`src/rtl/pi_request_arbiter.sv`:
```
// ---------------------------------------------------------------------------
// pi_request_arbiter
//
// Request stage of the priority-interrupt (PI) system. It sits directly
// upstream of the 8-input priority encoder. Channel 0 has the highest
// priority and channel 7 the lowest, which matches the encoder's bit order.
//
// The block does four things:
//   - merges hardware request levels and software request bits into a
//     pending vector;
//   - masks that vector with the channel enables and with the in-progress
//     (hold) levels, and drives the result to the encoder;
//   - registers the encoder's answer as an interrupt request to the CPU;
//   - tracks nested in-progress levels through the ack/dismiss handshake.
//
// Optional feature macro: PI_REQ_SYNC_EN
//   Defined     : each req_in bit passes through a 2-flop synchronizer.
//   Not defined : req_in is used directly and no synchronizer flops exist.
//
// Ports:
//   clk        in   clock
//   reset      in   asynchronous, active-high reset
//   pi_on      in   PI system enable; when low, no channel is eligible
//   req_in     in   [0:7] hardware request levels
//   sw_set     in   [0:7] one-cycle pulses that set software request bits
//   sw_clr     in   [0:7] one-cycle pulses that clear software request bits
//   chan_en    in   [0:7] channel enable mask
//   enc_q      in   [0:2] encoded level returned by the encoder
//   enc_any    in   encoder "some input set" flag
//   ack        in   CPU grant of the level currently on irq_level
//   dismiss    in   ends service of the highest-priority held level
//   enc_d      out  [0:7] eligible request vector, fed to the encoder
//   irq        out  registered interrupt request to the CPU
//   irq_level  out  [0:2] registered level offered to the CPU
//   sw_req     out  [0:7] software request register
//   hold       out  [0:7] in-progress levels
// ---------------------------------------------------------------------------
module pi_request_arbiter (
    input  logic       clk,
    input  logic       reset,
    input  logic       pi_on,
    input  logic [0:7] req_in,
    input  logic [0:7] sw_set,
    input  logic [0:7] sw_clr,
    input  logic [0:7] chan_en,
    input  logic [0:2] enc_q,
    input  logic       enc_any,
    input  logic       ack,
    input  logic       dismiss,
    output logic [0:7] enc_d,
    output logic       irq,
    output logic [0:2] irq_level,
    output logic [0:7] sw_req,
    output logic [0:7] hold
);

    typedef enum logic [0:0] {
        ST_IDLE = 1'b0,
        ST_PEND = 1'b1
    } state_t;

    state_t     state_q, state_d;
    logic       irq_q, irq_d;
    logic [0:2] irq_level_q, irq_level_d;
    logic [0:7] sw_req_q, sw_req_d;
    logic [0:7] hold_q, hold_d;

    logic [0:7] req_s;
    logic [0:7] pend_s;
    logic [0:7] blocked_s;
    logic       blk_run_s;
    logic [0:7] low_hold_s;
    logic       low_found_s;
    logic       grant_s;
    logic [0:7] grant_vec_s;
    logic [0:7] enc_d_s;

`ifdef PI_REQ_SYNC_EN
    logic [0:7] sync1_q, sync2_q;

    // Two-flop synchronizer for requests arriving from asynchronous devices.
    always_ff @(posedge clk or posedge reset) begin
        if (reset) begin
            sync1_q <= 8'h00;
            sync2_q <= 8'h00;
        end else begin
            sync1_q <= req_in;
            sync2_q <= sync1_q;
        end
    end

    assign req_s = sync2_q;
`else
    assign req_s = req_in;
`endif

    // A held level blocks itself and every lower-priority (higher-index) channel.
    always_comb begin
        blocked_s = 8'h00;
        blk_run_s = 1'b0;
        for (int n = 0; n < 8; n++) begin
            blk_run_s    = blk_run_s | hold_q[n];
            blocked_s[n] = blk_run_s;
        end
    end

    // Lowest-index set bit of hold: the level that a dismiss releases.
    always_comb begin
        low_hold_s  = 8'h00;
        low_found_s = 1'b0;
        for (int n = 0; n < 8; n++) begin
            low_hold_s[n] = hold_q[n] & ~low_found_s;
            low_found_s   = low_found_s | hold_q[n];
        end
    end

    // Pending and eligible request vectors presented to the encoder.
    always_comb begin
        pend_s = req_s | sw_req_q;
        if (pi_on) begin
            enc_d_s = pend_s & chan_en & ~blocked_s;
        end else begin
            enc_d_s = 8'h00;
        end
    end

    // Handshake FSM: next state, offered level and grant decision.
    always_comb begin
        state_d     = state_q;
        irq_level_d = irq_level_q;
        grant_s     = 1'b0;
        case (state_q)
            ST_IDLE: begin
                // ack in IDLE has no effect.
                if (enc_any && pi_on) begin
                    state_d     = ST_PEND;
                    irq_level_d = enc_q;
                end else begin
                    state_d     = ST_IDLE;
                end
            end
            ST_PEND: begin
                if (ack) begin
                    state_d = ST_IDLE;
                    grant_s = 1'b1;
                end else if (enc_any && pi_on) begin
                    // Track the encoder so a higher request can pre-empt.
                    state_d     = ST_PEND;
                    irq_level_d = enc_q;
                end else begin
                    state_d     = ST_IDLE;
                end
            end
            default: begin
                state_d = ST_IDLE;
            end
        endcase
        irq_d = (state_d == ST_PEND);
    end

    // Grant, dismiss and software-request register updates.
    always_comb begin
        grant_vec_s = 8'h00;
        if (grant_s) begin
            grant_vec_s[irq_level_q] = 1'b1;
        end else begin
            grant_vec_s = 8'h00;
        end
        // Dismiss acts on the old hold; the new grant bit is ORed in afterwards.
        if (dismiss) begin
            hold_d = (hold_q & ~low_hold_s) | grant_vec_s;
        end else begin
            hold_d = hold_q | grant_vec_s;
        end
        // Set wins over both sw_clr and a grant-induced clear.
        sw_req_d = (sw_req_q & ~(sw_clr | grant_vec_s)) | sw_set;
    end

    // State and output registers.
    always_ff @(posedge clk or posedge reset) begin
        if (reset) begin
            state_q     <= ST_IDLE;
            irq_q       <= 1'b0;
            irq_level_q <= 3'd0;
            sw_req_q    <= 8'h00;
            hold_q      <= 8'h00;
        end else begin
            state_q     <= state_d;
            irq_q       <= irq_d;
            irq_level_q <= irq_level_d;
            sw_req_q    <= sw_req_d;
            hold_q      <= hold_d;
        end
    end

    assign enc_d     = enc_d_s;
    assign irq       = irq_q;
    assign irq_level = irq_level_q;
    assign sw_req    = sw_req_q;
    assign hold      = hold_q;

endmodule
```
`config.mk`:
```
export PLATFORM = sky130hd
export DESIGN_NAME = pi_request_arbiter
export DESIGN_NICKNAME = d
export VERILOG_FILES = /design/src/rtl/pi_request_arbiter.sv
export SDC_FILE = /design/constraint.sdc
export NUM_CORES = 1
export LEC_CHECK = 0
export CELL_PAD_IN_SITES_DETAIL_PLACEMENT = 2
export CELL_PAD_IN_SITES_GLOBAL_PLACEMENT = 2
export CORE_ASPECT_RATIO = 0.7
export CORE_MARGIN = 5
export CORE_UTILIZATION = 18
export DETAILED_ROUTE_END_ITERATION = 10
export PLACE_DENSITY_LB_ADDON = 0.1
export REMOVE_ABC_BUFFERS = 1
export SLEW_MARGIN = 15
export SYNTH_ARGS = -nofsm -noshare
export SYNTH_HDL_FRONTEND = slang
export SYNTH_SLANG_ARGS = --single-unit
```
`constraint.sdc`:
```
create_clock -name clk -period 1.9 [get_ports clk]
set_input_delay 0.38 -clock clk [delete_from_list [all_inputs] [get_ports clk]]
set_output_delay 0.38 -clock clk [all_outputs]
set_load 0.02 [all_outputs]
```
==> impl_results.md <==
* CTS tree: done
* LEAKAGE at 0.881 nW
* Number of global-route vias before repair at 1350
* M3 GR Usage at 4.73%
* Number of DRC markers in iteration 0 at 18
* Critical path startpoint category: flip-flop
* Reg2reg start: hold[0]
* # nets final at 225
* Cell Area, Synth at 948 um2
* DRC viols at 0
* Status: finished, violations left
* Relative slew slack at 72.5%
* WL/cell at 15.9 um
* Peak VDD IR at 0.250 mV
* Initial Util at 18.3%
* Syn Area/Cell at 10.1 um2
* Worst slack at placement at -0.672 ns
* Design Power at 0.00127 W
* Post-Route WL at 4.04 mm
* Cells after Synth at 94
* R2R setup slack at 0.37 ns
* Share of layout cells above drive strength 1 at 26.8%
* Setup ws final at -0.127 ns
* Synthesis-stage register bit count at 20
* Crit path kind: reg2out
* Top-area cell type share of the netlist area at 52.8%
* CP required at 1.52 ns
* Clock buffer depth at 2
* Met1 usage at 14.7%
* PD cells at 644 nW/um2
* DIE AREA at 6840 um2
* Vias at 1072
* GRT Total Usage at 12.4%
* Endpoints failing hold at 0
* Core Footprint at 5170 um2
* IO Pins at 69
* Critical R2R Capture: hold[7]
* GR met2 Demand/Resource at 21.7%
* P&R area growth vs syn at 107%
* Clock latency on the worst-skew pair at 0.26 ns
* H-tree levels at 1
* Fillcell total at 588
* Reg area at 500 um2
* Hold Path Class: in2async
* HPWL after DPL at 3.34 mm
* TritonCTS Buffers at 3
* Die width at 96.8 um
* Worst-path maximum fanout at 2
* F_max at 493 MHz
* Slew Limit Fails at 0
* Sequential area share after synthesis at 52.8%
* Clock Sinks at 20
* CTS root buf: clkbuf_8
* CP Launch Point: hold[4]
* Num rows at 22
* Fin crit share at 107%
* Slew @ Worst Pin at 0.412 ns
* WP data arrival at 1.65 ns
* Top Usage Layer GRT: met2
* R2r worst-path depth at 4
* Congestion Overflow GR at 0
* Initial antenna violation count at 0
* Failing checks: setup timing
* Final worst path period need at 2.03 ns
* Yosys cell types at 23
* Chip height at 70.7 um
* Top area cells in the synthesized netlist: dfrtp_1 53%, a31o_2 7.4%, nand2_1 5.9%
* Final setup violation count at 4
* First-pass GRT wire length at 6.89 mm
* Worst Clk Skew at 0.00103 ns
* CP Capture Type: output pin
* Number of buffers added on ports at 68
* Hold slack final at 0.452 ns
* DR pass1 iterations at 4
* Antenna-violating nets left at 0
* Warnings from Yosys at 0
* RSZ-0062 raised after global routing: yes
* Clock slew at reported path FFs at 0.08 ns
* Vias per cell at 4.20
* Layout Utilization at 38.0%
* Max_cap viols at 0
* # diodes at 0
* Total negative slack at -0.323 ns
* CP Capture Point: enc_d[7]
* Largest net degree at the start of global routing at 21
* Largest area contributor in the netlist: dfrtp_1
* Area of the multi-input gates at 475 um2
* RePlAce Congestion at 0.717
## cell usage after synthesis (all sizes together)
| cell type | number |
|---|---|
| nor4b | 2 |
| nor3 | 1 |
| nor4 | 1 |
| a21oi | 1 |
| or4 | 1 |
| and3 | 1 |
| o21ai | 5 |
| o41ai | 2 |
| o31ai | 1 |
| a22o | 2 |
| mux2 | 3 |
| o211ai | 1 |
| o2111a | 3 |
| nand2 | 15 |
| nor2 | 8 |
| a31o | 8 |
| nand3 | 3 |
| dfrtp | 20 |
| nor2b | 3 |
| nand2b | 1 |
| inv | 11 |
| and3b | 1 |
## worst max-delay path, cell delays in order, from the launching register on
cell and delay (ns):
dfrtp_1 0.40, nor4_2 0.31, buf_4 0.18, nand3_4 0.08
nor4b_4 0.23, buf_4 0.19
## final cells by class
| class | count | area share (%) |
|---|---|---|
| Inverter | 11 | 2.10 |
| Tap cell | 72 | 4.58 |
| Clock buffer | 4 | 2.80 |
| Sequential cell | 20 | 25.4 |
| Multi-Input combinational cell | 63 | 24.2 |
| Timing Repair Buffer | 85 | 40.9 |
## where the power goes
part / total [W] / internal, W / switching [W]
logic: 0.000448 / 0.000250 / 0.000198
registers: 0.000488 / 0.000458 / 0.0000306
clock network: 0.000330 / 0.000185 / 0.000146
total: 0.00127 / 0.000892 / 0.000374
## sequential cells by signal, summed over array words and instances, names as in the netlist
| name | count |
|---|---|
| hold | 8 |
| irq | 1 |
| irq_level | 3 |
| sw_req | 8 |
## what timing repair did
action | 4_1_cts | 5_1_grt
resized for setup | 48 | 7
pin swaps | 0 | 2
hold buffers | 0 | 0
setup endpoints to repair | 8 | 7
buffers inserted | 0 | 1
## worst min-delay path by stage
stage                     startpoint         to  cells past startpoint
after global placement     sw_req[4]  sw_req[4]                      1
after global routing           reset  sw_req[3]                      3
after detailed placement   sw_req[1]  sw_req[1]                      1
after floorplan                reset    hold[0]                      1
final                          reset  sw_req[3]                      3
after CTS                      reset  sw_req[3]                      3
## per-layer routing
metal  up-vias  part of all wire (%)
li1        513                     -
met1       513                    46
met2        42                    47
met3         4                   6.6
met4         0                  0.72
met5         -                     0
## metrics by stage
stage | area [um2] | cells
CTS | 1930 | 254
detailed placement | 1840 | 250
finish | 1970 | 255
global route | 1970 | 255
global placement | 1840 | 250
floorplan | 948 | 94
## kinds of logic (layout without fill, tap and decap cells)
logic type / after synthesis / after routing / synth area share (%)
multiplexers: 3 / 3 / 3.56
AO/OA/AOI/OAI: 23 / 23 / 20.2
AND/OR/NAND/NOR: 37 / 37 / 19.1
buffers and inverters: 11 / 100 / 4.35
flip-flops: 20 / 20 / 52.8
## cell usage in the layout (no fill, tap or decap), drive strengths merged, types with 5 or more instances in the layout
master	Yosys	routed
clkdlybuf4s50	0	59
dfrtp	20	20
nor2	8	8
a31o	8	8
nand2	15	15
o21ai	5	5
clkbuf	0	5
inv	11	11
buf	0	23
Note: power is estimated with default switching activity, not from simulation.
==> edit 1, RTL diff (config.mk and constraints unchanged) <==
Register the output `irq` once more, without a reset; this adds one clock of latency there. The other outputs are not delayed to match. Comments in the files are not updated.
--- a/src/rtl/pi_request_arbiter.sv
+++ b/src/rtl/pi_request_arbiter.sv
@@ -195,5 +195,7 @@
 
     assign enc_d     = enc_d_s;
-    assign irq       = irq_q;
+    always_ff @(posedge clk) begin
+        irq <= irq_q;
+    end
     assign irq_level = irq_level_q;
     assign sw_req    = sw_req_q;
Formal check against the unedited RTL: not equivalent (a bounded check fails within 4 cycles, from zero or initial values and one cycle with reset high).
==> edit 1 against the original RTL <==
- the run still ends with negative setup slack left
- via count rose by 3.6%
- count of clock-buffer cells in the layout is the same
- sequential cell count rose by 1
- critical path depth increased by 1
- non-clock buffer count unchanged
- routed wire length grew 6.4%
- sequential power up 5.1%
- total power is 0.59% higher
- final area is 1.8% higher
- area after synthesis grew 2.1%
- worst setup slack about the same
- critical path type unchanged
==> edit 1: results (changes against the original RTL) <==
| Metric | Value |
|---|---|
| Status | complete, but fails checks |
| Failing checks | negative setup slack |
| Number of distinct library cells after synthesis | 24 (+4.3%) |
| Detail Placement HPWL | 3494 um (+4.4%) |
| Final net count | 226 (+0.44%) |
| Final Worst Setup Slack | -0.1264 ns (+0.00009900 ns) |
| Clk power | 0.000302 W (-8.5%) |
| GRT met2 Usage | 21.26% (-0.45 points) |
| DRT met1 WL | 1968 um (+6.3%) |
| Routing usage on met1 | 15.67% (+0.95 points) |
| Ys flop type | dfrtp_1 |
| Worst Hold Slack | 0.4234 ns (-0.02903 ns) |
| Drt pass-1 iters | 2 (-2) |
| Relative slew slack | 73.29% (+0.82 points) |
| Overall Power | 0.001273 W (+0.59%) |
| Global placer's final weighted congestion | 0.7047 (-1.7%) |
| # setup viols final | 4 (unchanged) |
| First-pass GRT wire length | 6996 um (+1.6%) |
| Skew final | 0.002510 ns (+0.001481 ns) |
| Detailed router's first-iteration violation count | 20 (+2) |
| Async set-reset flop share out of synthesis | 95.24% (-4.8 points) |
| Met2 wire len | 1999 um (+5.5%) |
| Area after DPL | 0.001867 mm^2 (+1.5%) |
| Clock buffer depth | 2 (unchanged) |
| CTS resizes | 55 (+15%) |
| Internal | 0.0008860 W (-0.66%) |
| Placed Instances | 252 (+0.80%) |
| R2r worst-path depth | 4 (unchanged) |
| Number of global-route vias before repair | 1301 (-3.6%) |
| GR peak layer | met2 |
| Worst R2R Setup Slack | 0.21 ns (-0.16 ns) |
| Sequential cell area fraction in the yosys report | 53.75% (+0.98 points) |
| Worst Setup EP | enc_d[5] |
| Worst min-delay path category | flop to flop |
| Flop pwr share | 40.3% (+1.7 points) |
| Metal3 WL | 308 um (+15%) |
| Avg WL per Cell | 16.80 um (+6.0%) |
| P_leak | 0.8977 nW (+1.9%) |
| Post-CTS Setup Bufs | 1 (+1) |
| Worst setup path start | hold[0] |
| Via count | 1111 (+3.6%) |
| Share of the synthesized area in the top cell type | 51.68% (-1.1 points) |
| Crit Reg-Reg Endpoint | hold[6] |
| # fillers | 556 (-5.4%) |
| Synth top area cells | dfrtp_1 (52%), a31o_2 (7.2%), nand2_1 (5.8%) |
==> edit 1: changes by cell type after synthesis <==
cell     delta
dfxtp_1     +1
==> edit 1: cell families (layout without fill, tap and decap cells) <==
| logic type | after synthesis | in the layout | share of synthesized area [%] |
|---|---|---|---|
| AOI/OAI and AO/OA | 23 | 23 | 19.77 |
| buffers and inverters | 11 | 100 | 4.264 |
| DFF | 21 | 21 | 53.75 |
| muxes | 3 | 3 | 3.488 |
| and+or+nand+nor | 37 | 37 | 18.73 |
==> edit 1: final cells by class <==
class | instances | share of cell area (%)
flip-flops and latches | 21 | 26.00
multi-input cells | 63 | 24.81
well taps | 72 | 4.500
repair buffers | 85 | 40.37
inverters | 11 | 2.063
clock buffers | 4 | 2.250
==> edit 1: per-stage QoR <==
stage	TNS, ns	utilization (%)
floorplan	-0.4089	-
global placement	-4.157	35.69
detailed placement	-4.285	35.69
CTS	-0.3054	38.06
global route	-0.7209	38.28
finish	-0.2993	38.28
==> edit 2, RTL diff (same settings) <==
Made on the original files. Build with the macro `PI_REQ_SYNC_EN` defined.
--- a/src/rtl/pi_request_arbiter.sv
+++ b/src/rtl/pi_request_arbiter.sv
@@ -36,4 +36,6 @@
 //   hold       out  [0:7] in-progress levels
 // ---------------------------------------------------------------------------
+`define PI_REQ_SYNC_EN
+
 module pi_request_arbiter (
     input  logic       clk,
Function: changed (a bounded check fails within 4 cycles, from zero or initial values and one cycle with reset high).
==> edit 2 against the original RTL <==
- the run still ends with negative setup slack left
- global-route usage shrank 1.2 points
- sequential cell count increased by 16
- register-to-register slack worse by 0.08 ns
- utilization is 3.8 points lower
- total power increased by 48%
- non-clock buffer count up 1
- critical path depth is 1 lower
- worst setup slack gained 0.11 ns
- final area grew 27%
- largest cell class is now flip-flops and latches
- routed wire length is 17% higher
- area after synthesis rose by 42%
==> edit 2: results (changes against the original RTL) <==
| Metric | Value |
|---|---|
| Status | complete, but fails checks |
| Failing checks | negative setup slack |
| Via count | 1248 (+16%) |
| Largest net degree at the start of global routing | 37 (+76%) |
| Number of distinct library cells after synthesis | 21 (-8.7%) |
| Clk power | 0.000574 W (+74%) |
| Detail Placement HPWL | 3688 um (+10%) |
| Worst Hold Slack | 0.3522 ns (-0.1003 ns) |
| Worst-margin pin slew | 0.3897 ns (-0.02249 ns) |
| Mux cell area share after synthesis | 2.509% (-1.1 points) |
| Area after DPL | 0.002275 mm^2 (+24%) |
| Detailed router's first-iteration violation count | 26 (+8) |
| Mean Syn Cell Area | 11.81 um^2 (+17%) |
| Critical Path AT | 1.53 ns (-0.12 ns) |
| CTS buffer count | 5 (+2) |
| Placed Instances | 295 (+18%) |
| # fillers | 808 (+37%) |
| GRT Overall Usage | 11.17% (-1.2 points) |
| H-tree levels | 2 (+1) |
| Worst min-delay path category | flop to flop |
| P_leak | 1.119 nW (+27%) |
| Worst R2R Setup Slack | 0.29 ns (-0.08 ns) |
| First-pass GRT wire length | 7859 um (+14%) |
| Global placer's final weighted congestion | 0.7388 (+3.1%) |
| Avg WL per Cell | 15.47 um (-2.5%) |
| Fraction of layout cells with a size suffix above 1 | 27.88% (+1.1 points) |
| Synth Area in Compound Gates | 11.62% (-8.6 points) |
| Final Worst Setup Slack | -0.01322 ns (+0.1133 ns) |
| Synth top area cells | dfrtp_1 (67%), a31o_2 (5.2%), nand2_1 (4.5%) |
| VDD IR max | 0.0002558 V (+2.3%) |
| Switch share | 27.53% (-2.0 points) |
| # setup viols final | 1 (-3) |
| Final TNS setup | -0.01322 ns (+0.3093 ns) |
-- edit 2: per-layer routing --
metal	up-vias	global-route usage [%]	wire, um
li1	571	-	-
met1	618	13.56	2119
met2	52	18.32	2224
met3	7	3.860	339
met4	0	4.682	49
met5	-	0	0
-- edit 2: stage by stage --
stage,total power [W],utilization (%)
after floorplan,0.001018,-
after global placement,0.001269,31.22
after detailed placement,0.001282,31.22
after CTS,0.001892,33.45
after global routing,0.001977,34.22
final,0.001875,34.22
-- edit 2: final cells by class --
cell class	instances	share of cell area, %
repair buffers	86	33.02
inverters	11	1.656
well taps	98	4.917
flip-flops and latches	36	36.13
clock buffers	8	3.613
multi-input cells	67	20.67
-- edit 2: what timing repair did --
| item | 4_1_cts | 5_1_grt |
|---|---|---|
| setup buffers | 3 | 0 |
| gates cloned | 0 | 0 |
| endpoints found under the setup margin | 8 | 7 |
| pin swaps | 7 | 5 |
| resized for setup | 54 | 12 |
